**src/rtl/ps2_host_tx.sv**
```systemverilog
// PS/2 host-to-device transmitter: inhibits the clock, issues the start bit, then shifts
// a byte, odd parity and stop out on device clock falls and checks the device ACK.
module ps2_host_tx #(
   parameter int INHIBIT_CYCLES = 5000,
   parameter int TIMEOUT_CYCLES = 750000
) (
   input  logic       clk,
   input  logic       reset,
   input  logic [7:0] tx_data,
   input  logic       tx_start,
   input  logic       ps2_clk_in,
   input  logic       ps2_data_in,
   output logic       ps2_clk_oe,
   output logic       ps2_data_oe,
   output logic       tx_busy,
   output logic       tx_done,
   output logic       tx_error
);

   localparam int IW = (INHIBIT_CYCLES > 1) ? $clog2(INHIBIT_CYCLES) : 1;
   localparam int TW = (TIMEOUT_CYCLES > 1) ? $clog2(TIMEOUT_CYCLES) : 1;

   typedef enum logic [2:0] {IDLE, INHIBIT, START, SHIFT, ACK, RELEASE} state_t;

   state_t        state;
   logic [1:0]    clk_s, data_s;
   logic          clk_prev;
   logic          fall;
   logic [9:0]    frame;
   logic [3:0]    bit_cnt;
   logic [IW-1:0] inh_cnt;
   logic [TW-1:0] wdog;
   logic          wdog_hit;

   always_ff @(posedge clk or posedge reset) begin
      if (reset) begin
         clk_s    <= 2'b11;
         data_s   <= 2'b11;
         clk_prev <= 1'b1;
      end else begin
         clk_s    <= {clk_s[0], ps2_clk_in};
         data_s   <= {data_s[0], ps2_data_in};
         clk_prev <= clk_s[1];
      end
   end

   assign fall     = clk_prev & ~clk_s[1];
   assign wdog_hit = (wdog == TW'(TIMEOUT_CYCLES - 1));
   assign tx_busy  = (state != IDLE);

   always_ff @(posedge clk or posedge reset) begin
      if (reset) begin
         state       <= IDLE;
         frame       <= '0;
         bit_cnt     <= '0;
         inh_cnt     <= '0;
         wdog        <= '0;
         ps2_clk_oe  <= 1'b0;
         ps2_data_oe <= 1'b0;
         tx_done     <= 1'b0;
         tx_error    <= 1'b0;
      end else begin
         tx_done  <= 1'b0;
         tx_error <= 1'b0;
         // watchdog runs from START entry onward and saturates at its limit
         if (state != IDLE && state != INHIBIT && !wdog_hit)
            wdog <= wdog + 1'b1;
         case (state)
            IDLE: begin
               if (tx_start) begin
                  frame       <= {1'b1, ~^tx_data, tx_data};
                  bit_cnt     <= '0;
                  inh_cnt     <= '0;
                  ps2_clk_oe  <= 1'b1;
                  ps2_data_oe <= 1'b0;
                  state       <= INHIBIT;
               end
            end
            INHIBIT: begin
               if (inh_cnt == IW'(INHIBIT_CYCLES - 1)) begin
                  ps2_clk_oe  <= 1'b0;
                  ps2_data_oe <= 1'b1;
                  wdog        <= '0;
                  state       <= START;
               end else begin
                  inh_cnt <= inh_cnt + 1'b1;
               end
            end
            default: begin
               if (wdog_hit) begin
                  tx_error    <= 1'b1;
                  ps2_clk_oe  <= 1'b0;
                  ps2_data_oe <= 1'b0;
                  state       <= IDLE;
               end else begin
                  case (state)
                     START: if (fall) begin
                        ps2_data_oe <= ~frame[0];
                        bit_cnt     <= 4'd1;
                        state       <= SHIFT;
                     end
                     SHIFT: if (fall) begin
                        // a 0 bit is driven by pulling the line, a 1 bit by releasing it
                        ps2_data_oe <= ~frame[bit_cnt];
                        if (bit_cnt >= 4'd9) state <= ACK;
                        else                 bit_cnt <= bit_cnt + 4'd1;
                     end
                     ACK: if (fall) begin
                        if (!data_s[1]) begin
                           state <= RELEASE;
                        end else begin
                           tx_error <= 1'b1;
                           state    <= IDLE;
                        end
                     end
                     RELEASE: if (clk_s[1] && data_s[1]) begin
                        tx_done <= 1'b1;
                        state   <= IDLE;
                     end
                     default: state <= IDLE;
                  endcase
               end
            end
         endcase
      end
   end

endmodule

```
**config.mk**
```make
export PLATFORM = sky130hd
export DESIGN_NAME = ps2_host_tx
export DESIGN_NICKNAME = d
export VERILOG_FILES = /design/src/rtl/ps2_host_tx.sv
export SDC_FILE = /design/constraint.sdc
export NUM_CORES = 1
export LEC_CHECK = 0
export CORE_MARGIN = 2
export CORE_UTILIZATION = 54
export CTS_CLUSTER_SIZE = 30
export DETAILED_ROUTE_END_ITERATION = 8
export HOLD_SLACK_MARGIN = 0.15
export PLACE_DENSITY = 0.79
export SLEW_MARGIN = 10
export SYNTH_ARGS = -nofsm -noshare
export SYNTH_HDL_FRONTEND = slang
export SYNTH_SLANG_ARGS = --single-unit
```
**constraint.sdc**
```tcl
create_clock -name clk -period 2 [get_ports clk]
set_input_delay 0.2 -clock clk [delete_from_list [all_inputs] [get_ports clk]]
set_output_delay 0.2 -clock clk [all_outputs]
set_load 0.02 [all_outputs]
```
Word level (Yosys, flattened, before mapping)
Index checks and enable logic that the tools add are counted.
Widths: inputs -> output; s select.
{ "totals": {"ff_bits": 59, "latchBits": 0, "ram_bits": 0, "romBits": 0, "inputBits": 13, "output_inout_bits": 5, "word_cells": 106, "n_memories": 0} }
{ "classes": {"n_addsub": 3, "mul": 0, "div": 0, "n_lt_le_gt_ge": 2, "n_eq_ne": 20, "n_shift": 0, "n_mux": 46, "bitwise_logic": 5, "n_reduce_logical": 18} }
{ "ops": {"columns": ["operator", "n"], "rows": [
  ["$mux 20", 3],
  ["$mux 3", 9],
  ["$mux 13", 2],
  ["$pmux 13 s2", 1],
  ["$add 20x1->20 const B", 1],
  ["$eq 20x20->1 const B", 1],
  ["$mux 4", 5],
  ["$ne 5x5->1 const B", 4],
  ["$mux 1", 18],
  ["$pmux 4 s2", 2],
  ["$reduce_and 7->1", 2],
  ["$add 13x1->13 const B", 1],
  ["$eq 13x13->1 const B", 1],
  ["$pmux 3 s4", 1],
  ["$ne 3x3->1 const B", 3],
  ["$reduce_bool 3->1", 3],
  ["$reduce_xnor 8->1", 1],
  ["$eq 3x2->1 const B", 2],
  ["$eq 3x3->1 const B", 2],
  ["$ne 2x2->1 const B", 3],
  ["$pmux 1 s2", 3],
  ["$pmux 3 s2", 1],
  ["$reduce_and 3->1", 2],
  ["$lt 4x5->1 const B", 1],
  ["17 further kinds", 22]
]} }

Logic depth before layout (Yosys ltp)
{ "logic_depth": {"ltp_word": 7, "ltp_mapped": 7, "depth_no_buf": 7} }

Worst setup path after synthesis
No wires, ideal clock.
{ "synth_path": {"kind": "register to register", "start": "register inh_cnt[0]", "end": "register inh_cnt[9]", "arrival_time_ns": 1.950, "setup_slack_ns": -0.016, "stages_incl_launch_ff": 8, "n_path_buf": 1, "period_less_slack_ns": 2.016, "cell_sequence": "dfrtp_1 > ha_1 > nand2_1 > nor4_4 > or4_1 > buf_2 > or4_1 > nand2_1"} }
{ "synth_via": {"elab_chain_len": 3} }
{ "synth_lines": {"columns": ["item", "line_no", "rtl"], "rows": [
  ["from (decl)", "31", "logic [IW-1:0] inh_cnt;"],
  ["from (signal assigned)", "86", "inh_cnt <= inh_cnt + 1'b1;"],
  ["$add 13x1->13 or $eq 13x13->1 (tied branches)", "86, 80", null],
  ["$mux 13 or $ne 2x2->1 (tied branches)", null, null],
  ["$pmux 13 s2 or $reduce_and 3->1 (tied branches)", null, null]
]} }
Parallel ways exist; a longest one is shown, timed or not. The select of a mux whose other input is x is not followed.
A chain may end at the register's enable or synchronous reset.

Final worst setup path
{ "layout_path": {"start": "register wdog[6]", "end": "register bit_cnt[0]"} }
{ "layout_via": {"elab_chain_len": 3} }
{ "layout_lines": {"columns": ["item", "line_no", "rtl"], "rows": [
  ["from (decl)", "32", "logic [TW-1:0] wdog;"],
  ["from (signal assigned)", "67", "wdog <= wdog + 1'b1;"],
  ["$eq 20x20->1", "48", "assign wdog_hit = (wdog == TW'(TIMEOUT_CYCLES - 1));"],
  ["$ne 2x1->1 (no line)", null, null],
  ["$reduce_and 7->1 (no line)", null, null],
  ["to (signal assigned)", "106", "else bit_cnt <= bit_cnt + 4'd1;"],
  ["to (decl)", "30", "logic [3:0] bit_cnt;"]
]} }
No other way between the ends.

==> summary.md <==
| Metric | Value |
|---|---|
| NumNets Final | `414` |
| Mean routed wirelength per cell | `16.3 um` |
| Int Pwr | `3.01 mW` |
| Setup repair after global routing missed its margin | `yes` |
| Max-cap viol count | `0` |
| Number of H-tree levels | `3` |
| Layout overhead on the synthesized area | `24.7%` |
| Placed Cells | `457` |
| Clk network pwr share | `0.238` |
| Post-Synthesis Cell Area | `0.00324 sq mm` |
| Async SR Flop Fraction | `1.00` |
| FF+latch count, synth | `59` |
| Final Setup Violations | `0` |
| Combinational cell fraction of total power | `0.381` |
| Total power draw | `4.78 mW` |
| Category of the worst setup path launch point | `flop` |
| Cell leakage power | `1.74 nW` |
| Root buffer cell | `sky130_fd_sc_hd__clkbuf_8` |
| Critical path type | `reg2reg` |
| Die boundary width | `81.5 um` |
| Number of buffers created by CTS | `9` |
| Yosys top cell by area | `sky130_fd_sc_hd__dfrtp_1` |
| Die height | `81.5 um` |
| CP arrival | `2.18 ns` |
| Utilization after layout | `0.692` |
| Synthesized Nets | `358` |
| TritonCTS clock tree | `yes` |
| Die area | `0.00664 sq mm` |
| Final worst clock skew | `0.0188 ns` |
| Layout cell share with drive strength beyond 1 | `0.219` |
| Sinks on Clock Net | `59` |
| Min cycle time layout | `1.95 ns` |
| Library cells used by synthesis | `53` |
| Sw power | `1.77 mW` |
| Max rail drop VDD | `0.821 mV` |
| Most frequent cells after synthesis | `sky130_fd_sc_hd__dfrtp_1 (54), sky130_fd_sc_hd__nand2_1 (53), sky130_fd_sc_hd__nor2_1 (24)` |
| Number of nets still failing antenna checks after routing | `0` |
| GR Util All Layers | `0.255` |
| Via total after detailed routing | `2,808` |
| Power per cell area | `1180 mW/mm^2` |
| Top FF cell, synth | `sky130_fd_sc_hd__dfrtp_1` |
| Overall routed net length | `7.74 mm` |
| Antenna violations before repair | `0` |
| Largest net degree at the start of global routing | `60` |
| Number of iterations in the first detailed-routing pass | `5` |
| Placement Rows | `28` |
| Mean instance size in the synthesized netlist | `9.54 sq um` |
| Quantity of I/O buffers inserted on ports | `17` |
| Crit Path Max Fanout | `5` |
| Placeable core region | `0.00585 sq mm` |
| Total grt overflow | `0` |
| Transition at the pin with the smallest max-transition slack | `0.433 ns` |
| Number of global-route vias before repair | `2,716` |
| Portion of total power attributed to sequential cells | `0.381` |
| Max Fclk | `514 MHz` |
| First-pass GRT wire length | `13.0 mm` |
| Clock Tree Buf Depth | `2` |
| Latest clock arrival within the worst-skew pair | `0.35 ns` |
| Status | `complete, no violations` |
| Top-Level Pins | `18` |
| Placer Congestion | `0.895` |
| Final Hold Vio Count | `0` |
| Area share of the leading cell type in the synthesized netlist | `0.417` |
| Synthesis Warnings | `0` |
| Syn Inst Count | `340` |
| EDFF count, synth | `0` |
| Largest cells by area after synthesis | `sky130_fd_sc_hd__dfrtp_1 (42%), sky130_fd_sc_hd__nand2_1 (6.1%), sky130_fd_sc_hd__xnor2_1 (5.7%)` |
| RR Startpoint | `wdog[6]` |
| Layout Cells excl Fill | `476` |
| CTS clk-pin slew, worst paths | `0.08 ns` |
| Net Sw Frac | `0.370` |
| Portion of the clock cycle consumed by the worst path in the final layout | `0.973` |
| Starting DRC count in detailed routing | `160` |
| Type of the tightest min-delay check | `in2async` |
| Final design area excluding fillers | `0.00405 sq mm` |
| Required time of the worst setup path | `2.24 ns` |
| Most repeated cell in the gate-level netlist after synthesis | `sky130_fd_sc_hd__dfrtp_1` |
| Number of antenna repair diodes | `0` |
| Max Slew Vio Count | `0` |
| Count of cells along the worst register-to-register path | `6` |
| Worst setup startpoint | `wdog[6]` |
| Share of synthesized area occupied by flip-flops and latches | `0.457` |
| Crit end category | `flop` |
| Number of design rule violations left after detail routing | `0` |
| HPWL Detailed | `5.44 mm` |
| Area after DPL | `0.00376 sq mm` |
| Starting utilization of the core area | `0.555` |
| Vias/cell | `5.90` |
| Worst slew margin relative to its limit | `0.709` |
[metrics by stage]
stage	setup TNS [ns]	hold slack, ns	worst slack (ns)
6_report	0	0.224	0.0549
5_1_grt	-0.0887	0.248	-0.0494
4_1_cts	0	0.243	0.0309
3_5_place_dp	-0.0190	0.347	-0.0119
3_3_place_gp	0	0.346	0.0667
2_1_floorplan	0	0.204	0.0302
[worst paths after layout]
path | slack (ns) | to
min | 0.22 | inh_cnt[7]
min reg2reg | 0.36 | data_s[1]
max reg2reg | 0.05 | bit_cnt[0]
max in group asynchronous | 1.46 | clk_s[0]
min in group clk | 0.26 | data_s[0]
max | 0.05 | bit_cnt[0]
[power by group through the flow]
stage | sequential [mW] | clock [mW] | combinational, mW
floorplan | 1.80 | 0 | 1.09
global placement | 1.81 | 0 | 1.68
detailed placement | 1.83 | 0 | 1.75
CTS | 1.82 | 1.15 | 1.76
global route | 1.87 | 1.22 | 2.02
finish | 1.82 | 1.14 | 1.82
[area by class of cell]
| type | count | area (sq um) |
|---|---|---|
| fillers | 429 | 1800 |
| multi-input cells | 257 | 1710 |
| flip-flops and latches | 59 | 1480 |
| repair buffers | 60 | 520 |
| clock buffers | 12 | 155 |
| well taps | 75 | 93.8 |
| clock inverters | 4 | 48.8 |
| inverters | 9 | 33.8 |
[repair_timing]
item	in CTS	in global routing
gates resized for setup	2	14
setup buffers	0	3
setup endpoints to repair	6	20
hold buffers	0	0
pin swaps	1	3
[logic make-up after synthesis]
| kind of cell | after synthesis | share of synthesized area |
|---|---|---|
| simple gates | 154 | 0.255 |
| buf+inv | 24 | 0.0324 |
| compound gates | 62 | 0.132 |
| mux | 11 | 0.0378 |
| xor+xnor | 25 | 0.0675 |
| flops | 59 | 0.457 |
| fa+ha+maj | 5 | 0.0193 |
[registers in the layout, summed over array words and instances (netlist names), 2 cells and up]
name	cells
wdog	20
bit_cnt	4
inh_cnt	13
clk_s	2
data_s	2
state	3
frame	10
[worst max-delay path, stage by stage (launching register included)]
cell and delay (ns):
sky130_fd_sc_hd__dfrtp_1 0.41, sky130_fd_sc_hd__or4b_4 0.55, sky130_fd_sc_hd__nor3_4 0.17, sky130_fd_sc_hd__buf_4 0.17, sky130_fd_sc_hd__and2_1 0.18, sky130_fd_sc_hd__o21ai_2 0.10
sky130_fd_sc_hd__a32o_1 0.25
[metal layers]
metal	wire length (um)	global-route usage	vias up
met3	289	0.0549	22
met2	3800	0.410	77
met5	0	0	-
li1	-	-	1338
met4	170	0.100	0
met1	3480	0.336	1371
[layout by cell type, fill, tap and decap left out, drive strengths merged, types with 4 or more instances in the layout]
| cell | instances |
|---|---|
| nor2 | 25 |
| mux2i | 10 |
| and2 | 4 |
| dfrtp | 54 |
| clkbuf | 12 |
| o211ai | 4 |
| a21oi | 17 |
| inv | 9 |
| nor4 | 6 |
| nand4 | 9 |
| xor2 | 4 |
| nand2b | 6 |
| a211oi | 4 |
| ha | 5 |
| and3 | 6 |
| or4 | 6 |
| buf | 43 |
| o31ai | 5 |
| or3 | 4 |
| nor3 | 7 |
| nand2 | 53 |
| dfstp | 5 |
| o21ai | 11 |
| nand3 | 15 |
| xnor2 | 21 |
| clkdlybuf4s50 | 16 |
(Power assumes the default switching activity.)
